===== config.mk =====
export PLATFORM = sky130hd
export DESIGN_NAME = wb_joiner_flat
export DESIGN_NICKNAME = d
export VERILOG_FILES = /design/src/rtl/wb_joiner_if.sv /design/src/rtl/wb_joiner.sv /design/src/flat_wrapper.sv
export SDC_FILE = /design/constraint.sdc
export NUM_CORES = 1
export LEC_CHECK = 0
export CAP_MARGIN = 20
export CORE_MARGIN = 5
export CORE_UTILIZATION = 30
export DETAILED_ROUTE_END_ITERATION = 6
export GPL_ROUTABILITY_DRIVEN = 1
export PLACE_DENSITY_LB_ADDON = 0.08
export SETUP_SLACK_MARGIN = 0.4
export SLEW_MARGIN = 0
export SYNTH_ARGS = -nofsm -noshare
export SYNTH_HDL_FRONTEND = slang
export SYNTH_SLANG_ARGS = --single-unit

===== constraint.sdc =====
create_clock -name clk -period 4.5 [get_ports clk]
set_clock_uncertainty 0.15 [all_clocks]
set_input_delay 0.45 -clock clk [delete_from_list [all_inputs] [get_ports clk]]
set_output_delay 0.45 -clock clk [all_outputs]
set_load 0.05 [all_outputs]

===== src/rtl/wb_joiner_if.sv =====
// wb_joiner_if: valid/ready stream channel with a parameterised payload width
interface wb_joiner_if #(parameter int W = 32);
  logic [W-1:0] tdata;
  logic tvalid;
  logic tready;
  modport m (output tdata, output tvalid, input tready);
  modport s (input tdata, input tvalid, output tready);
endinterface


===== src/rtl/wb_joiner.sv =====
// wb_joiner: pairs in-order exwb records with ALU/BRU/System results into registered writeback beats
module wb_joiner #(
  parameter int XLEN = 32,
  parameter bit ZERO_X0 = 1'b1
) (
  input logic clk,
  input logic rst,
  wb_joiner_if.s exwb_axis_if,
  wb_joiner_if.s alu_axis_if,
  wb_joiner_if.s bru_axis_if,
  wb_joiner_if.s sys_axis_if,
  wb_joiner_if.m wbrf_axis_if,
  output logic redirect_vld,
  output logic [XLEN-1:0] redirect_pc,
  input logic invalidate
);
  typedef struct packed {
    logic sys_cmd_vld;
    logic bru_cmd_vld;
    logic alu_cmd_vld;
    logic [4:0] rd;
  } exwb_tdata_t;
  typedef struct packed {
    logic taken;
    logic [XLEN-1:0] target_pc;
    logic [XLEN-1:0] link_data;
  } bru_result_t;
  typedef struct packed {
    logic redirect;
    logic [XLEN-1:0] redirect_pc;
    logic [XLEN-1:0] rd_data;
  } sys_result_t;
  typedef struct packed {
    logic [XLEN-1:0] wdata;
    logic [4:0] rd;
    logic we;
  } wbrf_tdata_t;
  exwb_tdata_t head;
  bru_result_t b_buf, b_cur;
  sys_result_t s_buf, s_cur;
  wbrf_tdata_t out_d;
  logic [XLEN-1:0] a_buf, a_cur;
  logic en, fire, out_v, a_v, b_v, s_v, a_use, b_use, s_use, a_hs, b_hs, s_hs;
  // A unit result is usable either from its buffer or straight off the bus (bypass).
  always_comb begin
    head = exwb_axis_if.tdata;
    en = rst && !invalidate;
    a_cur = a_v ? a_buf : alu_axis_if.tdata;
    b_cur = b_v ? b_buf : bru_axis_if.tdata;
    s_cur = s_v ? s_buf : sys_axis_if.tdata;
    fire = en && exwb_axis_if.tvalid && (!out_v || wbrf_axis_if.tready)
      && (!head.alu_cmd_vld || a_v || alu_axis_if.tvalid)
      && (!head.bru_cmd_vld || b_v || bru_axis_if.tvalid)
      && (!head.sys_cmd_vld || s_v || sys_axis_if.tvalid);
    a_use = fire && head.alu_cmd_vld;
    b_use = fire && head.bru_cmd_vld;
    s_use = fire && head.sys_cmd_vld;
    alu_axis_if.tready = en && (!a_v || a_use);
    bru_axis_if.tready = en && (!b_v || b_use);
    sys_axis_if.tready = en && (!s_v || s_use);
    a_hs = alu_axis_if.tvalid && alu_axis_if.tready;
    b_hs = bru_axis_if.tvalid && bru_axis_if.tready;
    s_hs = sys_axis_if.tvalid && sys_axis_if.tready;
    exwb_axis_if.tready = fire;
    wbrf_axis_if.tvalid = out_v;
    wbrf_axis_if.tdata = out_d;
  end
  // A captured result stays buffered unless the same cycle's fire bypassed it.
  always_ff @(posedge clk or negedge rst)
    if (!rst) begin
      a_v <= 1'b0;
      b_v <= 1'b0;
      s_v <= 1'b0;
      a_buf <= '0;
      b_buf <= '0;
      s_buf <= '0;
      out_v <= 1'b0;
      out_d <= '0;
      redirect_vld <= 1'b0;
      redirect_pc <= '0;
    end else begin
      a_v <= en && (a_hs ? !(a_use && !a_v) : a_v && !a_use);
      b_v <= en && (b_hs ? !(b_use && !b_v) : b_v && !b_use);
      s_v <= en && (s_hs ? !(s_use && !s_v) : s_v && !s_use);
      if (a_hs) a_buf <= alu_axis_if.tdata;
      if (b_hs) b_buf <= bru_axis_if.tdata;
      if (s_hs) s_buf <= sys_axis_if.tdata;
      out_v <= en && (fire || (out_v && !wbrf_axis_if.tready));
      redirect_vld <= fire && ((head.bru_cmd_vld && b_cur.taken) || (head.sys_cmd_vld && s_cur.redirect));
      if (fire) begin
        out_d.wdata <= head.sys_cmd_vld ? s_cur.rd_data : head.bru_cmd_vld ? b_cur.link_data :
          head.alu_cmd_vld ? a_cur : '0;
        out_d.rd <= head.rd;
        out_d.we <= (head.alu_cmd_vld || head.bru_cmd_vld || head.sys_cmd_vld) && !(ZERO_X0 && head.rd == 5'd0);
        redirect_pc <= head.sys_cmd_vld ? s_cur.redirect_pc : b_cur.target_pc;
      end
    end
endmodule


===== src/flat_wrapper.sv =====
// flat-port wrapper written by rule: the top's interface ports become plain ports
module wb_joiner_flat 
#(
  parameter int XLEN = 32,
  parameter bit ZERO_X0 = 1'b1
)
  (clk, rst, redirect_vld, redirect_pc, invalidate, exwb_axis_if_tdata, exwb_axis_if_tvalid, exwb_axis_if_tready, alu_axis_if_tdata, alu_axis_if_tvalid, alu_axis_if_tready, bru_axis_if_tdata, bru_axis_if_tvalid, bru_axis_if_tready, sys_axis_if_tdata, sys_axis_if_tvalid, sys_axis_if_tready, wbrf_axis_if_tdata, wbrf_axis_if_tvalid, wbrf_axis_if_tready);
  wb_joiner_if #(.W(8)) exwb_axis_if_i ();
  wb_joiner_if #(.W((32))) alu_axis_if_i ();
  wb_joiner_if #(.W(2*(32)+1)) bru_axis_if_i ();
  wb_joiner_if #(.W(2*(32)+1)) sys_axis_if_i ();
  wb_joiner_if #(.W((32)+6)) wbrf_axis_if_i ();
  input logic clk;
  input logic rst;
  output logic redirect_vld;
  output logic [XLEN-1:0] redirect_pc;
  input logic invalidate;
  input wire logic [$bits(exwb_axis_if_i.tdata)-1:0] exwb_axis_if_tdata;
  input wire logic [$bits(exwb_axis_if_i.tvalid)-1:0] exwb_axis_if_tvalid;
  output wire logic [$bits(exwb_axis_if_i.tready)-1:0] exwb_axis_if_tready;
  input wire logic [$bits(alu_axis_if_i.tdata)-1:0] alu_axis_if_tdata;
  input wire logic [$bits(alu_axis_if_i.tvalid)-1:0] alu_axis_if_tvalid;
  output wire logic [$bits(alu_axis_if_i.tready)-1:0] alu_axis_if_tready;
  input wire logic [$bits(bru_axis_if_i.tdata)-1:0] bru_axis_if_tdata;
  input wire logic [$bits(bru_axis_if_i.tvalid)-1:0] bru_axis_if_tvalid;
  output wire logic [$bits(bru_axis_if_i.tready)-1:0] bru_axis_if_tready;
  input wire logic [$bits(sys_axis_if_i.tdata)-1:0] sys_axis_if_tdata;
  input wire logic [$bits(sys_axis_if_i.tvalid)-1:0] sys_axis_if_tvalid;
  output wire logic [$bits(sys_axis_if_i.tready)-1:0] sys_axis_if_tready;
  output wire logic [$bits(wbrf_axis_if_i.tdata)-1:0] wbrf_axis_if_tdata;
  output wire logic [$bits(wbrf_axis_if_i.tvalid)-1:0] wbrf_axis_if_tvalid;
  input wire logic [$bits(wbrf_axis_if_i.tready)-1:0] wbrf_axis_if_tready;
  assign exwb_axis_if_i.tdata = exwb_axis_if_tdata;
  assign exwb_axis_if_i.tvalid = exwb_axis_if_tvalid;
  assign exwb_axis_if_tready = exwb_axis_if_i.tready;
  assign alu_axis_if_i.tdata = alu_axis_if_tdata;
  assign alu_axis_if_i.tvalid = alu_axis_if_tvalid;
  assign alu_axis_if_tready = alu_axis_if_i.tready;
  assign bru_axis_if_i.tdata = bru_axis_if_tdata;
  assign bru_axis_if_i.tvalid = bru_axis_if_tvalid;
  assign bru_axis_if_tready = bru_axis_if_i.tready;
  assign sys_axis_if_i.tdata = sys_axis_if_tdata;
  assign sys_axis_if_i.tvalid = sys_axis_if_tvalid;
  assign sys_axis_if_tready = sys_axis_if_i.tready;
  assign wbrf_axis_if_tdata = wbrf_axis_if_i.tdata;
  assign wbrf_axis_if_tvalid = wbrf_axis_if_i.tvalid;
  assign wbrf_axis_if_i.tready = wbrf_axis_if_tready;
  wb_joiner #(.XLEN(XLEN), .ZERO_X0(ZERO_X0)) u_core (.clk(clk), .rst(rst), .exwb_axis_if(exwb_axis_if_i), .alu_axis_if(alu_axis_if_i), .bru_axis_if(bru_axis_if_i), .sys_axis_if(sys_axis_if_i), .wbrf_axis_if(wbrf_axis_if_i), .redirect_vld(redirect_vld), .redirect_pc(redirect_pc), .invalidate(invalidate));
endmodule

==> impl_metrics.toml, run 1 <==
[floorplanning]
die_h_um = 210
die_x_um = 210
io_pins = 254
die-area_mm2 = 0.0439
initial_utilization = 0.302
core_mm2 = 0.0395
std_cell_rows = 73

[global_routing]
met2_usage = 0.251
grtUsageMet1 = 0.224
grt_max_degree = 140
grt-ovfl-total = 0
antenna_found_initial = 4
busiest_layer = "met2"
grt_pass1_vias = 8690
grt_usage = 0.158
grt_util_met3 = 0.0368
grt_pass1_wl_um = 54600

[routing]
drtAntennaViolNets = 0
drt_iter0_drc = 332
num_vias = 8228
firstDrtPassIters = 4
routed_wirelength_um = 35300
drc = 0
wl_per_cell_um = 19.8
vias_per_cell = 4.61

[logic_synthesis]
avgSynthCellArea_um2 = 11.9
synth-edff-count = 0
netlist.area_leader.share = 0.496
yosysMostFrequentCell = "dfrtp_1"
ys.flop_type = "dfrtp_1"
synth_seq_cells = 237
ys_seq_area_frac = 0.496
async_reset_ff_frac = 1.00
syn-instance-count = 1007
synth_top_cell_by_area = "dfrtp_1"
yosysWarningCount = 0
ys_top_cells_by_count = "237 x dfrtp_1, 147 x nand2_1, 125 x mux2_1, 100 x mux2_4, 96 x mux2i_1"
synth_cell_types = 33
syn_area_mm2 = 0.0119
synthesis.nets = 1185
yosys-top-cells-area = "dfrtp_1 50%, mux2_4 13%, mux2_1 12%, mux2i_1 8.0%, nand2_1 4.6%"

[clocking]
path_clk_slew_ns = 0.06
worstSkewPairLatency_ns = 0.56
clk_path_buf_depth = 3
cts.sinks = 237
root_buffer = "clkbuf_16"
cts_tree = "built"
numCtsBuffers = 30
htreeDepth = 1

[placement]
place_area_mm2 = 0.0149
portBuffers = 253
gp_congestion = 0.720
dp_hpwl_um = 23200
dp_cells = 1729

[timing]
tns_ns = 0
setup_violations = 0
min_period_ns = 3.19
final_hold_viol_count = 0
period_share = 0.708
slew_headroom = 0.429
rsz0062_at_grt = "no"
max_freq_mhz = 314
worst_pin_slew_ns = 0.856
maxSlewViolCount = 0

[critical_path]
r2r_start = "u_core.s_v$_DFF_PN0_"
required_ns = 3.90
arrival_ns = 2.59
critPathCaptureType = "primary output"
crit_path_max_fanout = 48
worst-setup-path-type = "in2out"
cp-start-kind = "primary input"
startpoint = "rst"

[final_layout]
antenna-diode-count = 0
final_cells = 1785
drive_gt1_frac = 0.145
multi_input_area_mm2 = 0.00563
fillers = 3852
synthToLayoutAreaGrowth_pct = 33.1
ff_latch_area_mm2 = 0.00594
layout.nets = 1415
stdcell_area_mm2 = 0.0159

[worst_hold_path]
hold_class = "in2async"

[power_and_ir_drop]
p_per_area_mw_per_mm2 = 453
vdd_drop_max_mv = 0.271
p_leak_nw = 6.88

[job]
cap_violations = 0

[run_status]
outcome = "finished, final reports clean"
## layout by cell type, fill, tap and decap left out, drive strengths merged, types with 2 or more instances in the layout
| master | count |
|---|---|
| nand2b | 3 |
| nor3b | 2 |
| nand2 | 147 |
| dfrtp | 237 |
| buf | 24 |
| a21o | 2 |
| mux2i | 96 |
| nor2 | 35 |
| inv | 2 |
| nand4b | 2 |
| clkbuf | 50 |
| mux2 | 228 |
| clkdlybuf4s50 | 246 |
| and2 | 2 |
| clkinv | 5 |
| maj3 | 2 |
| a21oi | 37 |
| o21ai | 130 |
## what timing repair did
action	4_1_cts	5_1_grt
endpoints found under the hold margin	44	0
hold buffers	1	0
resized for setup	0	0
setup buffers	0	0
## final timing paths
kind,endpoint,depth (start not counted),slack [ns]
setup / recovery,alu_axis_if_tready,7,1.31
hold reg to reg,u_core.wbrf_axis_if.tdata[2]$_DFFE_PN0N_,2,0.32
min in group clk,u_core.redirect_vld$_DFF_PN0_,3,0.27
hold / removal,u_core.redirect_pc[8]$_DFFE_PN0N_,2,0.25
max in group asynchronous,u_core.s_buf[11]$_DFFE_PN0P_,4,2.14
setup reg to reg,u_core.s_buf[37]$_DFFE_PN0P_,6,1.59
## per-layer routing
metal,share of wire,up-vias
met5,0.00096,-
met4,0.016,6
met3,0.052,45
met2,0.45,191
met1,0.48,4006
li1,-,3980
## power breakdown
part           switching [mW]  leakage (nW)  internal, mW  total [mW]
clock                   0.943         0.478          1.40        2.35
sequential              0.262          2.87          2.60        2.86
combinational            1.08          3.53         0.911        1.99
## cell families (layout without fill, tap and decap cells)
group | after synthesis | count (layout) | share of synthesized area
and+or+nand+nor | 197 | 197 | 0.0673
muxes | 324 | 324 | 0.327
buffers and inverters | 75 | 328 | 0.0341
DFF | 237 | 237 | 0.496
adders and majority gates | 2 | 2 | 0.00168
AOI/OAI and AO/OA | 172 | 172 | 0.0736
## sequential cells by signal, summed over array words and instances, names as in the netlist
register,cells
u_core.s_v,1
u_core.wbrf_axis_if.tdata,38
u_core.redirect_vld,1
u_core.a_buf,32
u_core.b_buf,65
u_core.a_v,1
u_core.b_v,1
u_core.s_buf,65
u_core.redirect_pc,32
u_core.wbrf_axis_if.tvalid,1
## critical path: stages
cell and delay [ns]:
dlygate4sd3_1 0.56, buf_8 0.35, nor2b_4 0.30, and3_1 0.25, nand3_1 0.19, a21oi_1 0.20
buf_4 0.25
## per-stage QoR
stage,util,setup WS (ns),total power [mW],hold slack [ns]
final,0.402,1.31,7.19,0.249
after global routing,0.402,1.14,7.57,0.267
after CTS,0.402,1.28,7.32,0.236
after detailed placement,0.377,1.25,4.90,0.240
after global placement,0.377,1.29,4.88,0.240
after floorplan,-,2.03,4.14,0.00441
## cell type report
cell class / instances / area share
multi-input cells: 695 / 0.354
well taps: 525 / 0.0413
inverters: 2 / 0.000472
flip-flops and latches: 237 / 0.374
clock inverters: 5 / 0.00181
clock buffers: 50 / 0.0590
repair buffers: 271 / 0.170
No activity file was read; power rests on OpenSTA's default activity.
==> run 2: changes to the inputs <==
==> constraint.sdc (replaced) <==
create_clock -name clk -period 2.7 [get_ports clk]
set_clock_uncertainty 0.15 [all_clocks]
set_input_delay 0.27 -clock clk [delete_from_list [all_inputs] [get_ports clk]]
set_output_delay 0.27 -clock clk [all_outputs]
set_load 0.05 [all_outputs]
==> impl_metrics.toml, run 2 (same netlist as run 1, synthesis figures left out) <==
[run_status]
outcome = "finished, final reports clean"

[global_routing]
grt_max_degree = 146
grt_usage = 0.158
grt_pass1_vias = 8777
grt-ovfl-total = 0
grt_pass1_wl_um = 54800
antenna_found_initial = 6

[critical_path]
worst-setup-path-type = "reg2out"
r2r_slack_ns = 0.48
startpoint = "u_core.wbrf_axis_if.tvalid$_DFF_PN0_"
crit_buf_inv = 1
crit_slowest_cell = "dfrtp_1"
cp-start-kind = "flop"
path_delay_family = "simple AND/OR/NAND/NOR gates"
critPathCapture = "bru_axis_if_tready"
critPathCaptureType = "primary output"
arrival_ns = 1.85
required_ns = 2.28
slowest_delay_ns = 0.38
worstRegToRegCells = 7
r2r_start = "u_core.b_v$_DFF_PN0_"
crit_path_max_fanout = 4
rr_endpoint = "u_core.s_buf[28]$_DFFE_PN0P_"
cp_num_cells = 5
path_cells = "nand2b_1 > and3_4 > nand4b_1 > a21oi_2 > buf_12"

[final_layout]
layout_commonest_cell = "clkdlybuf4s50_1"
antenna-diode-count = 0
fillers = 3805
synthToLayoutAreaGrowth_pct = 35.7
final_cell_mix = "246 x clkdlybuf4s50_1, 234 x dfrtp_1, 147 x nand2_1"
drive_gt1_frac = 0.165
layout.nets = 1429
final_cells = 1800

[floorplanning]
core_mm2 = 0.0395
die-area_mm2 = 0.0439
io_pins = 254
std_cell_rows = 73
initial_utilization = 0.302
die_h_um = 210
die_x_um = 210

[placement]
dp_hpwl_um = 23000
gp_congestion = 0.721
dp_slack_ns = 0.155
portBuffers = 253
dp_cells = 1737

[routing]
num_vias = 8359
wl_per_cell_um = 19.8
firstDrtPassIters = 4
vias_per_cell = 4.64
drc = 0
drt_iter0_drc = 227
drtAntennaViolNets = 0
routed_wirelength_um = 35600

[clocking]
worstSkewPairLatency_ns = 0.56
clk_path_buf_depth = 3
numCtsBuffers = 31
cts_tree = "built"
root_buffer = "clkbuf_16"
htreeDepth = 1
path_clk_slew_ns = 0.06
cts.sinks = 237

[timing]
slew_headroom = 0.427
setup_violations = 0
final_hold_viol_count = 0
maxSlewViolCount = 0
min_period_ns = 2.27
whs_ns = 0.0742
rsz0062_at_grt = "yes"
tns_ns = 0
max_freq_mhz = 440
period_share = 0.841
worst_pin_slew_ns = 0.860
fin_ws_ns = 0.428

[job]
cap_violations = 0

[power_and_ir_drop]
p_leak_nw = 7.00
p_per_area_mw_per_mm2 = 749
vdd_drop_max_mv = 0.428

[worst_hold_path]
hold_class = "in2reg"
[run 2: where the power goes]
group	switching (mW)	leakage (nW)	internal, mW
Sequential	0.423	2.87	4.33
Combinational	1.82	3.64	1.55
Clock	1.65	0.491	2.36
Total	3.89	7.00	8.24
[run 2: final cells by class]
class                           instances  area (um2)  area share
Sequential cell                       237        5940       0.366
Multi-Input combinational cell        695        5660       0.349
Timing Repair Buffer                  284        2950       0.182
Clock buffer                           39         866      0.0534
Tap cell                              525         657      0.0405
Clock inverter                         18         134     0.00826
Inverter                                2        12.5    0.000772
[run 2: repair_timing]
action | 4_1_cts | 5_1_grt
setup buffers | 3 | 1
endpoints found under the setup margin | 4 | 73
hold buffers | 2 | 0
resized for setup | 7 | 7
hold endpoints to repair | 39 | 0
pin swaps | 5 | 3
[run 2: metrics by stage]
step                      power, mW  utilization  cell area, um2
final                          12.1        0.410           16200
after global routing           12.8        0.410           16200
after CTS                      12.3        0.409           16200
after detailed placement       8.21        0.382           15100
after global placement         8.16        0.382           15100
after floorplan                6.90            -           11900
[run 2: worst min-delay path by stage]
stage / start / cells past startpoint / endpoint
finish: rst / 4 / u_core.s_v$_DFF_PN0_
global route: rst / 4 / u_core.s_v$_DFF_PN0_
global placement: rst / 2 / u_core.a_v$_DFF_PN0_
CTS: rst / 4 / u_core.s_v$_DFF_PN0_
floorplan: rst / 0 / u_core.a_buf[0]$_DFFE_PN0P_
detailed placement: rst / 2 / u_core.a_v$_DFF_PN0_
[run 2: worst min-delay path, delay by kind of cell]
family / cells / cell delay (ns)
buf+inv: 2 / 0.22
simple gates: 2 / 0.26
[run 2: per-layer routing]
metal / global-route usage / wire length, um
met5: 0 / 74
met4: 0.0295 / 637
met3: 0.0422 / 1980
met2: 0.256 / 16200
met1: 0.216 / 16700
==> run 3: changes to the inputs <==
==> constraint.sdc (replaced) <==
create_clock -name clk -period 2.1 [get_ports clk]
set_clock_uncertainty 0.15 [all_clocks]
set_input_delay 0.21 -clock clk [delete_from_list [all_inputs] [get_ports clk]]
set_output_delay 0.21 -clock clk [all_outputs]
set_load 0.05 [all_outputs]
==> impl_metrics.toml, run 3 (same netlist as run 1, synthesis figures left out) <==
[critical_path]
cp-start-kind = "flop"
slowest_delay_ns = 0.42
r2r_start = "u_core.wbrf_axis_if.tvalid$_DFF_PN0_"
worst-setup-path-type = "reg2out"
crit_slowest_cell = "dfrtp_2"
rr_endpoint = "u_core.s_buf[42]$_DFFE_PN0P_"
arrival_ns = 1.95
path_cells = "nand2b_4 > and3_4 > nand4b_1 > buf_4 > a21oi_4 > buf_12"
crit_path_max_fanout = 4
required_ns = 1.74
r2r_slack_ns = -0.10
critPathCaptureType = "primary output"
worstRegToRegCells = 8

[timing]
rsz0062_at_grt = "yes"
period_share = 1.10
max_freq_mhz = 434
slew_headroom = 0.436
setup_violations = 105
final_hold_viol_count = 0
worst_pin_slew_ns = 0.847
fin_ws_ns = -0.207
maxSlewViolCount = 0
min_period_ns = 2.31

[global_routing]
grt_pass1_wl_um = 60600
antenna_found_initial = 8
grt_usage = 0.178
grt-ovfl-total = 0
grt_pass1_vias = 9295
grt_max_degree = 131

[placement]
portBuffers = 253
gp_congestion = 0.734
dp_slack_ns = -0.176
dp_hpwl_um = 23900
dp_cells = 1756

[power_and_ir_drop]
clockPowerShare = 0.331
intPower_mw = 11.1
swShare = 0.318
power.switching_mw = 5.17
p_per_area_mw_per_mm2 = 888
p_leak_nw = 8.25
seqPwrFrac = 0.377
vdd_drop_max_mv = 0.567
power_frac_comb = 0.292
p_total_mw = 16.3

[clocking]
cts.sinks = 237
htreeDepth = 1
root_buffer = "clkbuf_16"
worstSkewPairLatency_ns = 0.57
path_clk_slew_ns = 0.06
cts_tree = "built"
clk_path_buf_depth = 3
numCtsBuffers = 30

[job]
cap_violations = 0

[worst_hold_path]
worstHoldStart = "rst"
hold_end = "u_core.a_v$_DFF_PN0_"
hold_class = "in2reg"
whs_path_depth = 5

[final_layout]
synthToLayoutAreaGrowth_pct = 53.5
drive_gt1_frac = 0.349
final_cells = 1887
layout_commonest_cell = "dfrtp_1"
final_cell_mix = "233 x dfrtp_1, 174 x clkdlybuf4s50_1, 162 x mux2_4"
utilization = 0.464
layout.nets = 1517

[floorplanning]
io_pins = 254
die_x_um = 210
std_cell_rows = 73
die_h_um = 210
die-area_mm2 = 0.0439
core_mm2 = 0.0395
initial_utilization = 0.302

[routing]
routed_wirelength_um = 41000
drt_iter0_drc = 389
drc = 0
num_vias = 8895
firstDrtPassIters = 4
wl_per_cell_um = 21.7
vias_per_cell = 4.71
drtAntennaViolNets = 0

[run_status]
failed_checks = "negative setup slack"
outcome = "complete, but fails checks"
run 3: critical path: cells and delay by family (launching register included):
family | cells | cell delay [ns]
AND/OR/NAND/NOR | 3 | 0.43
flip-flops | 1 | 0.42
buffers and inverters | 2 | 0.35
AO/OA/AOI/OAI | 1 | 0.16
run 3: stage by stage:
step                      cell area (um2)  setup TNS, ns  hold slack [ns]
after floorplan                     12100              0           -0.236
after global placement              15400         -25.07            0.286
after detailed placement            15400         -23.28            0.285
after CTS                           18000          -2.20           0.0250
after global routing                18300         -11.40           0.0547
final                               18300          -5.33           0.0606
run 3: worst max-delay path by stage:
| stage | start | endpoint | slack, ns | depth (start not counted) |
|---|---|---|---|---|
| floorplan | u_core.wbrf_axis_if.tvalid$_DFF_PN0_ | u_core.b_buf[0]$_DFFE_PN0P_ | 0.07 | 7 |
| global placement | exwb_axis_if_tdata[5] | u_core.s_buf[8]$_DFFE_PN0P_ | -0.19 | 7 |
| detailed placement | invalidate | u_core.a_buf[7]$_DFFE_PN0P_ | -0.18 | 7 |
| CTS | u_core.wbrf_axis_if.tvalid$_DFF_PN0_ | sys_axis_if_tready | -0.18 | 6 |
| global route | u_core.wbrf_axis_if.tvalid$_DFF_PN0_ | sys_axis_if_tready | -0.26 | 6 |
| finish | u_core.wbrf_axis_if.tvalid$_DFF_PN0_ | sys_axis_if_tready | -0.21 | 6 |
run 3: power groups by stage:
stage / combinational (mW) / clock, mW / sequential [mW]
detailed placement: 4.44 / 0 / 6.17
global placement: 4.40 / 0 / 6.16
CTS: 4.74 / 5.56 / 6.12
global route: 5.05 / 5.72 / 6.25
floorplan: 1.67 / 0 / 7.24
finish: 4.75 / 5.39 / 6.14
run 3: metal layers:
metal | up-vias | global-route usage | part of all wire
met1 | 4402 | 0.247 | 0.47
met2 | 187 | 0.289 | 0.46
met3 | 58 | 0.0392 | 0.048
met4 | 12 | 0.0378 | 0.016
met5 | - | 0 | 0.0016
li1 | 4236 | - | -
run 3: final cells by class:
cell class | count | area [um2]
clock buffer | 43 | 891
tap | 525 | 657
antenna | 2 | 5.00
multi-input combinational | 697 | 6110
fill | 3645 | 21200
timing repair buffer | 371 | 4580
sequential | 237 | 5940
inverter | 2 | 20.0
clock inverter | 10 | 134
run 3: repair_timing:
item / in CTS / in global routing
resized for setup: 470 / 66
gates cloned: 26 / 6
pin swaps: 29 / 25
hold endpoints to repair: 237 / 0
setup endpoints to repair: 305 / 256
setup buffers: 35 / 6
hold buffers: 2 / 0
